===== src/rtl/inst_mem_loader.sv =====
// Instruction-memory loader: receives a 16-bit big-endian word count N
// followed by N big-endian 32-bit words over a byte stream, writes them to
// instruction memory, and holds the CPU in reset while the load runs.
module inst_mem_loader #(
    parameter int Inst_Num     = 150,
    parameter int Inst_Num_BIT = 8
) (
    input  logic                    clk,
    input  logic                    reset,
    input  logic                    start,
    input  logic [7:0]              rx_data,
    input  logic                    rx_valid,
    output logic                    rx_ready,
    output logic                    wr_en,
    output logic [Inst_Num_BIT-1:0] wr_addr,
    output logic [31:0]             wr_data,
    output logic                    cpu_hold,
    output logic                    busy,
    output logic                    done,
    output logic                    error,
    output logic [Inst_Num_BIT-1:0] word_count
);

    typedef enum logic [2:0] {IDLE, LEN_HI, LEN_LO, DATA, WRITE, DONE} state_t;

    localparam logic [15:0] MAX_LEN = 16'(Inst_Num);

    state_t      state, state_nxt;
    logic [15:0] len;          // requested word count N
    logic [1:0]  byte_idx;     // byte position within the word being assembled
    logic [23:0] word_sr;      // first three bytes of the current word, MSB first
    logic        accept;
    logic [15:0] len_full;     // N as it will be once the low byte lands
    logic [15:0] next_count;   // word_count after the current write

    assign accept     = rx_valid & rx_ready;
    assign len_full   = {len[15:8], rx_data};
    assign next_count = 16'(word_count) + 16'd1;

    // State register
    always_ff @(posedge clk) begin
        if (reset) state <= IDLE;
        else       state <= state_nxt;
    end

    // Next-state logic
    always_comb begin
        state_nxt = state;
        case (state)
            IDLE:   if (start) state_nxt = LEN_HI;
            LEN_HI: if (accept) state_nxt = LEN_LO;
            LEN_LO: begin
                if (accept) begin
                    if (len_full == 16'd0)        state_nxt = DONE;
                    else if (len_full > MAX_LEN)  state_nxt = IDLE;
                    else                          state_nxt = DATA;
                end
            end
            DATA:   if (accept && byte_idx == 2'd3) state_nxt = WRITE;
            WRITE:  state_nxt = (next_count == len) ? DONE : DATA;
            DONE:   state_nxt = IDLE;
            default: state_nxt = IDLE;
        endcase
    end

    // State-decoded outputs
    always_comb begin
        rx_ready = 1'b0;
        wr_en    = 1'b0;
        busy     = 1'b0;
        done     = 1'b0;
        case (state)
            IDLE:   ;
            LEN_HI: begin rx_ready = 1'b1; busy = 1'b1; end
            LEN_LO: begin rx_ready = 1'b1; busy = 1'b1; end
            DATA:   begin rx_ready = 1'b1; busy = 1'b1; end
            WRITE:  begin wr_en    = 1'b1; busy = 1'b1; end
            DONE:   begin done     = 1'b1; busy = 1'b1; end
            default: ;
        endcase
        cpu_hold = busy;
    end

    // Datapath: length capture, word assembly, write registers and status.
    // wr_addr/wr_data are loaded on the fourth-byte edge so they are valid
    // for the whole WRITE cycle and hold afterwards.
    always_ff @(posedge clk) begin
        if (reset) begin
            len        <= '0;
            byte_idx   <= '0;
            word_sr    <= '0;
            wr_addr    <= '0;
            wr_data    <= '0;
            error      <= 1'b0;
            word_count <= '0;
        end else begin
            case (state)
                IDLE: begin
                    if (start) begin
                        error      <= 1'b0;
                        word_count <= '0;
                    end
                end
                LEN_HI: if (accept) len[15:8] <= rx_data;
                LEN_LO: begin
                    if (accept) begin
                        len[7:0] <= rx_data;
                        byte_idx <= '0;
                        if (len_full > MAX_LEN) error <= 1'b1;
                    end
                end
                DATA: begin
                    if (accept) begin
                        if (byte_idx == 2'd3) begin
                            wr_data <= {word_sr, rx_data};
                            wr_addr <= word_count;
                        end else begin
                            word_sr <= {word_sr[15:0], rx_data};
                        end
                        // wraps to 0 after the fourth byte, ready for the next word
                        byte_idx <= byte_idx + 2'd1;
                    end
                end
                WRITE: word_count <= word_count + 1'b1;
                default: ;
            endcase
        end
    end

endmodule

===== config.mk =====
export PLATFORM = sky130hd
export DESIGN_NAME = inst_mem_loader
export DESIGN_NICKNAME = d
export VERILOG_FILES = /design/src/rtl/inst_mem_loader.sv
export SDC_FILE = /design/constraint.sdc
export NUM_CORES = 1
export LEC_CHECK = 0
export CAP_MARGIN = 20
export CORE_ASPECT_RATIO = 0.5
export CORE_MARGIN = 4
export CORE_UTILIZATION = 36
export CTS_CLUSTER_DIAMETER = 30
export CTS_CLUSTER_SIZE = 25
export DETAILED_ROUTE_END_ITERATION = 8
export HOLD_SLACK_MARGIN = 0.15
export MAX_ROUTING_LAYER = met4
export PLACE_DENSITY = 0.61
export SYNTH_ARGS = -nofsm -noshare
export SYNTH_HDL_FRONTEND = slang
export SYNTH_SLANG_ARGS = --single-unit

===== constraint.sdc =====
create_clock -name clk -period 3.45 [get_ports clk]
set_input_delay 1.035 -clock clk [delete_from_list [all_inputs] [get_ports clk]]
set_output_delay 1.035 -clock clk [all_outputs]
set_load 0.1 [all_outputs]

* Word-level counts from Yosys, hierarchy flattened
Index checks and enable logic that the tools add are counted.
** Storage, ports and cells
- Output and inout port bits :: 54
- Input port bits :: 12
- Register bits after elaboration :: 94
** Cells by class
- Bitwise logic cells :: 2
- Reductions and logical operators :: 16
- Equality and inequality tests :: 13
- $add $sub $neg :: 3
- Multiplexer cells :: 21
- Order comparisons :: 1
** Operator list (count)
- $mux 3 :: 6
- $eq 9x16->1 :: 1
- $gt 16x8->1 const B :: 1
- $logic_not 16->1 :: 1
- $pmux 8 s2 :: 1
- $pmux 3 s5 :: 1
- $ne 2x2->1 const B :: 6
- $add 8x1->9 const B :: 1
- $reduce_and 3->1 :: 3
- $add 8x1->8 const B :: 1
- $mux 8 :: 1
- $reduce_and 4->1 :: 2
- $mux 1 :: 7
- $eq 3x2->1 const B :: 2
- $eq 3x3->1 const B :: 2
- $mux 2 :: 3
- $reduce_and 2->1 :: 3
- $reduce_bool 2->1 :: 3
- $reduce_or 5->1 :: 1
- $pmux 2 s2 :: 1
- $eq 3x1->1 const B :: 1
- $logic_not 3->1 :: 1
- $reduce_or 3->1 :: 1
- $add 2x1->2 const B :: 1
- 5 further kinds :: 5

* Logic depth before layout (Yosys ltp)
- Depth after elaboration :: 7
- Gate-level depth with buffers :: 7

* Worst setup path before layout
OpenSTA, ideal clock, no wires.
- Path kind :: register to output
- Start point :: register state[0]
- End point :: output cpu_hold
- Path buffers :: 2
- Cell stages (with the launch flop) :: 5
- Setup slack :: -0.297 ns
- Arrival time :: 2.712 ns
- Cell sequence :: dfxtp_1 -> buf_2 -> nor3_1 -> a21oi_1 -> buf_4
** On the way
- Word-level cells in the longest chain between the ends :: 3
- Elaborated cells on any way between the ends :: 7
** Ends and longest elaborated chain
- start: declaration :: RTL line 28 : state_t state, state_nxt;
- start signal: assignment :: RTL line 43 : else state <= state_nxt;
- $eq 3x2->1, or another cell as far along :: RTL line 72 : case (state)
- $reduce_or 5->1 (no source line) (*)
- $mux 1 (*) :: RTL line 72
- end: declaration :: RTL line 17 : output logic cpu_hold,
Mark *: on every way between the ends. The rest lies on a longest branch, timed or not.

* Worst setup path in the final report
- Start point :: register state[0]
- End point :: output wr_en
** On the way
- Word-level cells in the longest chain between the ends :: 2
** Ends and longest elaborated chain
- $eq 3x3->1 :: RTL line 72
- $mux 1 :: RTL line 72
- end: declaration :: RTL line 14 : output logic wr_en,
No other way between the ends.

==> qor.txt <==
final period utilization: 0.859
average routed wire per standard cell: 14.0 um
via count: 3445
pin count of the biggest net entering global routing: 64
final sum of negative setup slack: 0 ps
number of nets in the final layout: 557
Slew Limit Headroom: 0.459
internal power: 0.00175 W
achievable clock frequency: 0.338 GHz
clock root buffer: clkbuf_16
First DRT Iteration DRCs: 251
floorplan die width: 156 um
Die Ht: 81.8 um
antenna fix cells: 0
H-tree lvl count: 3
Gate power share: 0.113
worst endpoint data arrival time: 1930 ps
# resized after CTS: 0
final-report max-slew violation count: 0
highest-count cells in the layout ignoring fill and taps: nand2_1 (153), dfxtp_1 (94), a21oi_1 (85)
Syn. warnings: 0
area fraction in and, or, nand and nor cells after synthesis: 0.256
sequential group share of total power: 0.470
Switching Share: 0.271
Psw: 0.000651 W
Worst Hold Launch: word_sr[22]
share of layout cells above drive strength 1: 0.162
share of the yosys chip area belonging to registers: 0.480
Seq cells post-synth: 94
power per cell area: 499 mW/mm^2
parity-gate share of the synthesized area counting xor and xnor cells: 0.0201
number of clock sinks: 94
via density per instance: 5.01
adder-cell area share of the yosys netlist: 0.00638
startpoint of the lowest-slack register-to-register path: state[2]
Req. time, crit path: 2410 ps
first-pass GRT wire length: 16.0 mm
count of flip-flops with a built-in enable after synthesis: 0
count of cell types in the netlist: 54
number of buffers inserted by port buffering: 65
maximum fanout along the worst path: 16
core region area: 0.0104 sq mm
critical path cell sequence: nor2_2, nand2_1, inv_1, buf_4
top_reg_cell synth: dfxtp_1
summed area of non-filler cells in the final layout: 0.00481 sq mm
Tmin final: 2960 ps
status: finished clean
share of synthesized flip-flops with an asynchronous set or reset: 0
clock transition at the registers of the reported paths: 60 ps
area enclosed by the die boundary: 0.0127 sq mm
maximum resistive drop on vdd: 0.215 mV
endpoint kind of the worst setup timing path: output port
number of detailed-route iterations in the first pass: 4
final hold viol count: 0
pin slew with the least headroom to its limit: 811 ps
Post-Place Cell Area: 0.00452 sq mm
combinational family with the most area after synthesis: simple AND/OR/NAND/NOR gates
via count of the first global-routing pass: 3275
total of endpoints with negative setup slack in the final report: 0
launching element type of the critical path: flip-flop
setup bufs post-CTS: 0
critical path's top delay family: simple AND/OR/NAND/NOR gates
syn_nets: 509
RSZ-0062 raised after global routing: false
antenna viol nets, final: 0
remaining global-route overflow: 0
standby leakage power: 1.78 nW
post-layout total power: 0.00240 W
netlist area before placement: 0.00392 sq mm
Worst Setup SP: state[0]
CTS tree: built
clk_skew: 6.21 ps
commonest non-fill, non-tap cell in the layout: nand2_1
TritonCTS buffer count: 9
hold_buf cts: 0
Post-route DRC: 0
critical path buffer and inverter count: 2
count of standard-cell rows: 26
gpl congestion: 0.820
share of the synthesized area in compound gates (AO/OA/AOI/OAI): 0.162
# IOs: 66
Total Wirelength: 9.60 mm
cell taking the most area after synthesis: dfxtp_1
Min-Delay Path Class: flip-flop to flip-flop
all-layer global routing usage: 0.161
library cell contributing the largest single delay on the critical path: dfxtp_1
insertion delay of the later-clocked pin in the worst-skew pair: 350 ps
starting density of the core: 0.377
number of maximum-capacitance constraint violations: 0
maximum clock path buffer count: 2
Area growth syn-to-layout: 22.7%
antenna violations before repair: 0
Mapped Avg Cell Area: 7.92 sq um
area share of the largest cell type after synthesis: 0.480
post-detail-place hpwl: 6.54 mm
Clk network pwr share: 0.416
type of the worst setup path: flip-flop to output port
gate count of the mapped netlist: 495
Area contributors post-synth: dfxtp_1 (48%), nand2_1 (15%), a21oi_1 (11%)
longest individual stage delay on the worst path: 490 ps
mux contribution to synthesized area: 0.0281
==> registers in the layout (all words and copies together), names as in the netlist <==
name and cells:
byte_idx 2, error 1, len 16, state 3, word_count 8, word_sr 24, wr_addr 8, wr_data 32
==> cell usage after synthesis, types with 2 or more instances <==
cell type and count:
buf_1 2, clkbuf_2 2, a21o_1 4, ha_1 2
nand3_1 8, nor2_1 25, o21ai_0 7, nor3b_1 3
clkbuf_1 16, mux2i_1 11, xnor2_1 6, nor2_2 2
xor2_1 3, nand2_1 153, a22oi_1 2, a21oi_1 86
and3_1 6, buf_6 3, o21a_1 2, o22ai_1 2
nor3_1 5, nand3b_1 2, nand4_1 3, buf_2 11
nor2b_1 2, dfxtp_1 94, or3_1 2, inv_1 4
nor4_1 2
==> worst reg2reg max path: cells and delay by family (launching register included) <==
family             cells  cell delay [ps]
AOI/OAI and AO/OA      1              180
DFF                    1              670
and+or+nand+nor        4             1180
==> through the flow <==
step	worst slack, ps	util	hold slack (ps)	std cells
global route	375	0.462	473	688
global placement	436	0.434	445	672
CTS	500	0.462	457	688
detailed placement	408	0.434	448	672
finish	488	0.462	455	688
floorplan	406	-	432	495
==> metal layers <==
layer / vias up / global-route usage / part of all wire
met1: 1630 / 0.209 / 0.49
li1: 1753 / - / -
met5: - / - / 0
met4: 0 / 0.0568 / 0.015
met2: 50 / 0.250 / 0.46
met3: 12 / 0.0379 / 0.038
==> logic make-up (layout without fill, tap and decap cells) <==
| logic type | Yosys count | in the layout |
|---|---|---|
| AOI/OAI and AO/OA | 114 | 114 |
| xor gates and xnor gates | 9 | 9 |
| adders and majority gates | 2 | 2 |
| buffers and inverters | 39 | 92 |
| DFF | 94 | 94 |
| muxes | 11 | 11 |
| and+or+nand+nor | 226 | 226 |
==> final cells by class <==
class	count	area, sq um
clock buffers	9	225
multi-input cells	362	1860
well taps	140	175
repair buffers	72	588
clock inverters	7	72.6
flip-flops and latches	94	1880
inverters	4	15.0
fillers	1075	5600
==> worst paths after layout <==
path	end	slack, ps	cells past startpoint
worst max-delay path	wr_en	490	4
worst min-delay path	wr_data[30]	460	2
worst max register to register	word_sr[6]	1350	5
worst min register to register	wr_data[30]	460	2
==> power groups by stage <==
stage | logic [W] | registers (W) | clock network, W
after floorplan | 0.000208 | 0.00115 | 0
after global placement | 0.000273 | 0.00115 | 0
after detailed placement | 0.000273 | 0.00115 | 0
after CTS | 0.000273 | 0.00113 | 0.00102
after global routing | 0.000293 | 0.00113 | 0.00108
final | 0.000272 | 0.00113 | 0.000999
(Power assumes the default switching activity.)
==> RTL edit 1: new RTL, config.mk and constraints unchanged <==
Make the reset (`reset`) asynchronous in 2 clocked blocks.
--- a/src/rtl/inst_mem_loader.sv
+++ b/src/rtl/inst_mem_loader.sv
@@ -40,3 +40,3 @@
     // State register
-    always_ff @(posedge clk) begin
+    always_ff @(posedge clk or posedge reset) begin
         if (reset) state <= IDLE;
@@ -86,3 +86,3 @@
     // for the whole WRITE cycle and hold afterwards.
-    always_ff @(posedge clk) begin
+    always_ff @(posedge clk or posedge reset) begin
         if (reset) begin
Function: differs if reset is asserted again (counterexample within 4 cycles, from zero or initial values and one cycle with reset high); with reset held inactive, the same outputs for 10 cycles.
==> RTL edit 1 against the original RTL <==
  * Synthesized cell count decreased by 37%
  * Setup slack improved by 0.17 ns
  * Via count fell by 23%
  * Cell count is 23% lower
  * Maximum frequency increased by 6.2%
  * Synthesized area is 3.6% higher
  * First-iteration DRC count decreased by 54%
  * Sequential cell count unchanged
  * Worst hold slack better by 0.032 ns
  * Wire length shrank 9.1%
  * Cell area up 6.1%
Power is left out: the tool's default activity adds up to more than one toggle a clock period on the data nets, which glitch-free logic cannot reach.
==> RTL edit 1: results (changes against the original RTL) <==
Sequential-to-total area share from yosys stat -> 0.579 (was 0.480)
DP HPWL -> 6190 um (was 6540 um)
Adder-cell share of the synthesized area -> 0.00616 (was 0.00638)
Largest cells by area after synthesis -> dfrtp_1, mux2_1, mux2_2, nand2_1, xnor2_1 (was dfxtp_1, nand2_1, a21oi_1, mux2i_1, nor2_1)
Compound-gate portion of the synthesized area -> 0.0594 (was 0.162)
Global-route wire length before repair -> 15000 um (was 16000 um)
Post-Route Skew -> 0.00780 ns (was 0.00621 ns)
Worst Tran Pin Value -> 0.695 ns (was 0.811 ns)
Placer Congestion -> 0.882 (was 0.820)
Share of cells above drive strength 1 -> 0.282 (was 0.162)
Share of the synthesized area in the top cell type -> 0.579 (was 0.480)
# resized after CTS -> 0 (unchanged)
Mux cell area share after synthesis -> 0.229 (was 0.0281)
Post-Synth XOR/XNOR Area -> 0.0259 (was 0.0201)
Distinct cells, synth -> 42 (was 54)
Vias/cell -> 4.96 (was 5.01)
GRT Overall Usage -> 0.146 (was 0.161)
Worst Path Arrival -> 1.76 ns (was 1.93 ns)
CP max FO -> 12 (was 16)
FFs w/ async S/R, synth -> 1.00 (was 0)
Vias in the first global route -> 2835 (was 3275)
Synth cell count leaders -> dfrtp_1, mux2_1, nand2_1 (was nand2_1, dfxtp_1, a21oi_1)
Ys flop type -> dfrtp_1 (was dfxtp_1)
Starting DRT DRC Count -> 115 (was 251)
Largest net degree at the start of global routing -> 33 (was 64)
Drt pass-1 iters -> 4 (unchanged)
Final net count -> 396 (was 557)
Routed WL -> 8730 um (was 9600 um)
Outcome -> complete, no violations (unchanged)
Antenna Cells -> 0 (unchanged)
Post-Synthesis Net Count -> 327 (was 509)
## RTL edit 1: changes by cell type after synthesis, moves of 8 or more
cell and delta:
nand2_1 -130, mux2_2 +19, dfrtp_1 +94, mux2_1 +61, clkbuf_1 -12, dfxtp_1 -94
mux2i_1 -8, nor2_1 -12, a21oi_1 -76
## RTL edit 1: area by class of cell
type / count / area, um2
fill: 997 / 5910
sequential: 94 / 2350
multi-input combinational: 196 / 1630
timing repair buffer: 74 / 596
clock buffer: 10 / 239
tap: 145 / 181
clock inverter: 6 / 76.3
inverter: 7 / 30.0
## RTL edit 1: stage by stage
stage                     instance area (um2)  setup WS, ns   util  hold WS (ns)  instances
after floorplan                          4080        0.0341      -         0.454        313
after global placement                   4790         0.479  0.435         0.468        516
after detailed placement                 4790         0.370  0.435         0.476        516
after CTS                                5100         0.652  0.464         0.492        532
after global routing                     5100         0.541  0.464         0.507        532
final                                    5100         0.660  0.464         0.487        532
## RTL edit 1: worst max-delay path, cell delays in order, from the launching register on
cell and delay, ns:
dfrtp_1 0.51, or2_2 0.42, nor2_1 0.18, a21oi_2 0.06, buf_4 0.25
## RTL edit 1: kinds of logic after synthesis
kind of cell | count (synthesis)
compound gates | 36
xor+xnor | 12
fa+ha+maj | 2
buf+inv | 23
flops | 94
mux | 83
simple gates | 63
## RTL edit 1: metal layers
layer,global-route usage,vias up,routed length [um]
met2,0.220,39,4100
met5,-,-,0
li1,-,1258,-
met1,0.196,1336,4300
met4,0.0356,0,50
met3,0.0396,4,275
## RTL edit 1: worst paths after layout
kind	slack [ns]	cells past startpoint	endpoint	from
min reg2reg	0.49	1	wr_addr[1]$_DFFE_PP0P_	wr_addr[1]$_DFFE_PP0P_
max	0.66	4	busy	state[1]$_DFFE_PP0P_
min	0.49	1	wr_addr[1]$_DFFE_PP0P_	wr_addr[1]$_DFFE_PP0P_
min in group asynchronous	1.15	2	wr_data[23]$_DFFE_PP0P_	reset
max reg2reg	1.07	6	state[1]$_DFFE_PP0P_	word_count[0]$_DFFE_PP0P_
max in group asynchronous	1.62	3	byte_idx[1]$_DFFE_PP0P_	reset
==> RTL edit 2: new RTL, same settings <==
Made on the original files. Set the parameter `Inst_Num_BIT` to 12 (it was 8).
--- a/src/rtl/inst_mem_loader.sv
+++ b/src/rtl/inst_mem_loader.sv
@@ -5,3 +5,3 @@
     parameter int Inst_Num     = 150,
-    parameter int Inst_Num_BIT = 8
+    parameter int Inst_Num_BIT = 12
 ) (
Ports: changed (resized word_count and wr_addr); port bits go from 66 to 74. No check against the original RTL was run, so the function may have changed too.
==> RTL edit 2 against the original RTL <==
  * Wire length up 16%
  * Cell area up 10%
  * Clock power down 1%
  * Global-route usage up 0.84 points
  * Sequential cell count up 8
  * Power up 3.3%
  * Utilization down 1.4 points
  * Critical path depth up 1
  * Synthesized area up 11%
  * Setup slack better by 0.058 ns
  * Synthesized cell count up 12%
  * Highest routed layer unchanged
  * Cell count up 12%
  * Critical path type unchanged
==> RTL edit 2: results (changes against the original RTL) <==
Outcome -> complete, no violations (unchanged)
Placer Congestion -> 0.862 (was 0.820)
M3 GR Usage -> 0.0365 (was 0.0379)
Reg area -> 2040 um2 (was 1880 um2)
Routed WL -> 11200 um (was 9600 um)
Multi-input combinational cell area -> 2080 um2 (was 1860 um2)
CTS H-tree depth -> 3 (unchanged)
Drt pass-1 iters -> 5 (was 4)
Worst vdd ir -> 0.202 mV (was 0.215 mV)
Sequential-to-total area share from yosys stat -> 0.470 (was 0.480)
Reg clk slew, reported paths -> 0.06 ns (about the same)
HP Start -> wr_data[12]$_SDFFE_PP0P_ (was word_sr[22]$_SDFFE_PP0P_)
GRT Overall Usage -> 0.170 (was 0.161)
Synth cell count leaders -> nand2_1, dfxtp_1, a21oi_1 (unchanged)
Met3 WL -> 607 um (was 361 um)
Vias in the first global route -> 3611 (was 3275)
Pint -> 1840 uW (was 1750 uW)
Post-Syn Instances -> 552 (was 495)
Global-route wire length before repair -> 18900 um (was 16000 um)
Met2 Use GR -> 0.248 (was 0.250)
Port Buffers -> 73 (was 65)
GRT met1 Usage -> 0.240 (was 0.209)
Worst r2r src -> word_count[0]$_SDFFE_PP0P_ (was state[2]$_SDFFE_PP0P_)
Reg2reg path depth -> 7 (was 5)
Vias after detailed routing -> 3806 (was 3445)
Fillers -> 1197 (was 1075)
Pre-CTS setup slack -> 0.441 ns (was 0.408 ns)
Largest cells by area after synthesis -> dfxtp_1, nand2_1, a21oi_1, nor2_1, clkbuf_1 (was dfxtp_1, nand2_1, a21oi_1, mux2i_1, nor2_1)
Starting DRT DRC Count -> 271 (was 251)
Post-Synthesis Net Count -> 566 (was 509)
Distinct cells, synth -> 47 (was 54)
Clock network power -> 989 uW (was 999 uW)
Largest net degree at the start of global routing -> 45 (was 64)
Clock share of power -> 0.399 (was 0.416)
Final net count -> 619 (was 557)
Max Used Layer -> met4 (unchanged)
Wire length on met1 -> 5600 um (was 4720 um)
Comb pwr -> 272 uW (about the same)
Worst Tran Pin Value -> 0.827 ns (was 0.811 ns)
Reg2Reg Setup Slack -> 0.98 ns (was 1.35 ns)
DP HPWL -> 7560 um (was 6540 um)
Post-Route Skew -> 0.00623 ns (was 0.00621 ns)
Crit path capture -> busy (was wr_en)
Worst Path Arrival -> 1.87 ns (was 1.93 ns)
Lkg Pwr -> 0.00191 uW (was 0.00178 uW)
Share of cells above drive strength 1 -> 0.158 (was 0.162)
Met2 routed WL -> 4950 um (was 4370 um)
Placed cells -> 759 (was 672)
Reg2reg end -> state[2]$_SDFFE_PP0P_ (was word_sr[6]$_SDFFE_PP0P_)
Area post-placement -> 5010 um2 (was 4520 um2)
Period Utilization, post-route -> 0.842 (was 0.859)
==> RTL edit 2: changes by cell type in the layout (fill, tap and decap cells not counted), moves of 3 or more <==
| cell | delta |
|---|---|
| xor2_1 | +4 |
| a21o_1 | -4 |
| xnor2_1 | +6 |
| dfxtp_1 | +8 |
| a21oi_1 | +6 |
| buf_4 | +13 |
| clkinv_2 | -3 |
| nor4_1 | +5 |
| nor2_1 | +9 |
| o21ai_0 | +3 |
| nand2_1 | +12 |
| a211oi_1 | +5 |
==> RTL edit 2: final cells by class <==
| class | count | area share |
|---|---|---|
| flip-flops and latches | 102 | 0.385 |
| inverters | 5 | 0.00354 |
| well taps | 165 | 0.0390 |
| clock buffers | 10 | 0.0451 |
| clock inverters | 3 | 0.00897 |
| repair buffers | 84 | 0.126 |
| multi-input cells | 403 | 0.392 |
==> RTL edit 2: worst max-delay path: stages (launching register included) <==
cell and delay [ns]:
dfxtp_1 0.66, nor2_1 0.22, inv_1 0.12, nor2_1 0.05
a21oi_2 0.17, buf_4 0.31
==> RTL edit 2: kinds of logic (layout without fill, tap and decap cells) <==
family,count (synthesis),count (layout),share of synthesized area
DFF,102,102,0.470
adders and majority gates,2,2,0.00576
buffers and inverters,47,102,0.0533
AOI/OAI and AO/OA,125,125,0.162
muxes,11,11,0.0256
xor gates and xnor gates,19,19,0.0383
and+or+nand+nor,246,246,0.245
==> RTL edit 2: worst min path at each step <==
stage	endpoint	slack [ns]	cells after the start
after floorplan	wr_data[24]$_SDFFE_PP0P_	0.43	2
after global placement	word_sr[19]$_SDFFE_PP0P_	0.44	2
after detailed placement	word_sr[16]$_SDFFE_PP0P_	0.45	2
after CTS	wr_data[20]$_SDFFE_PP0P_	0.46	2
after global routing	wr_data[20]$_SDFFE_PP0P_	0.47	2
final	wr_data[12]$_SDFFE_PP0P_	0.45	2
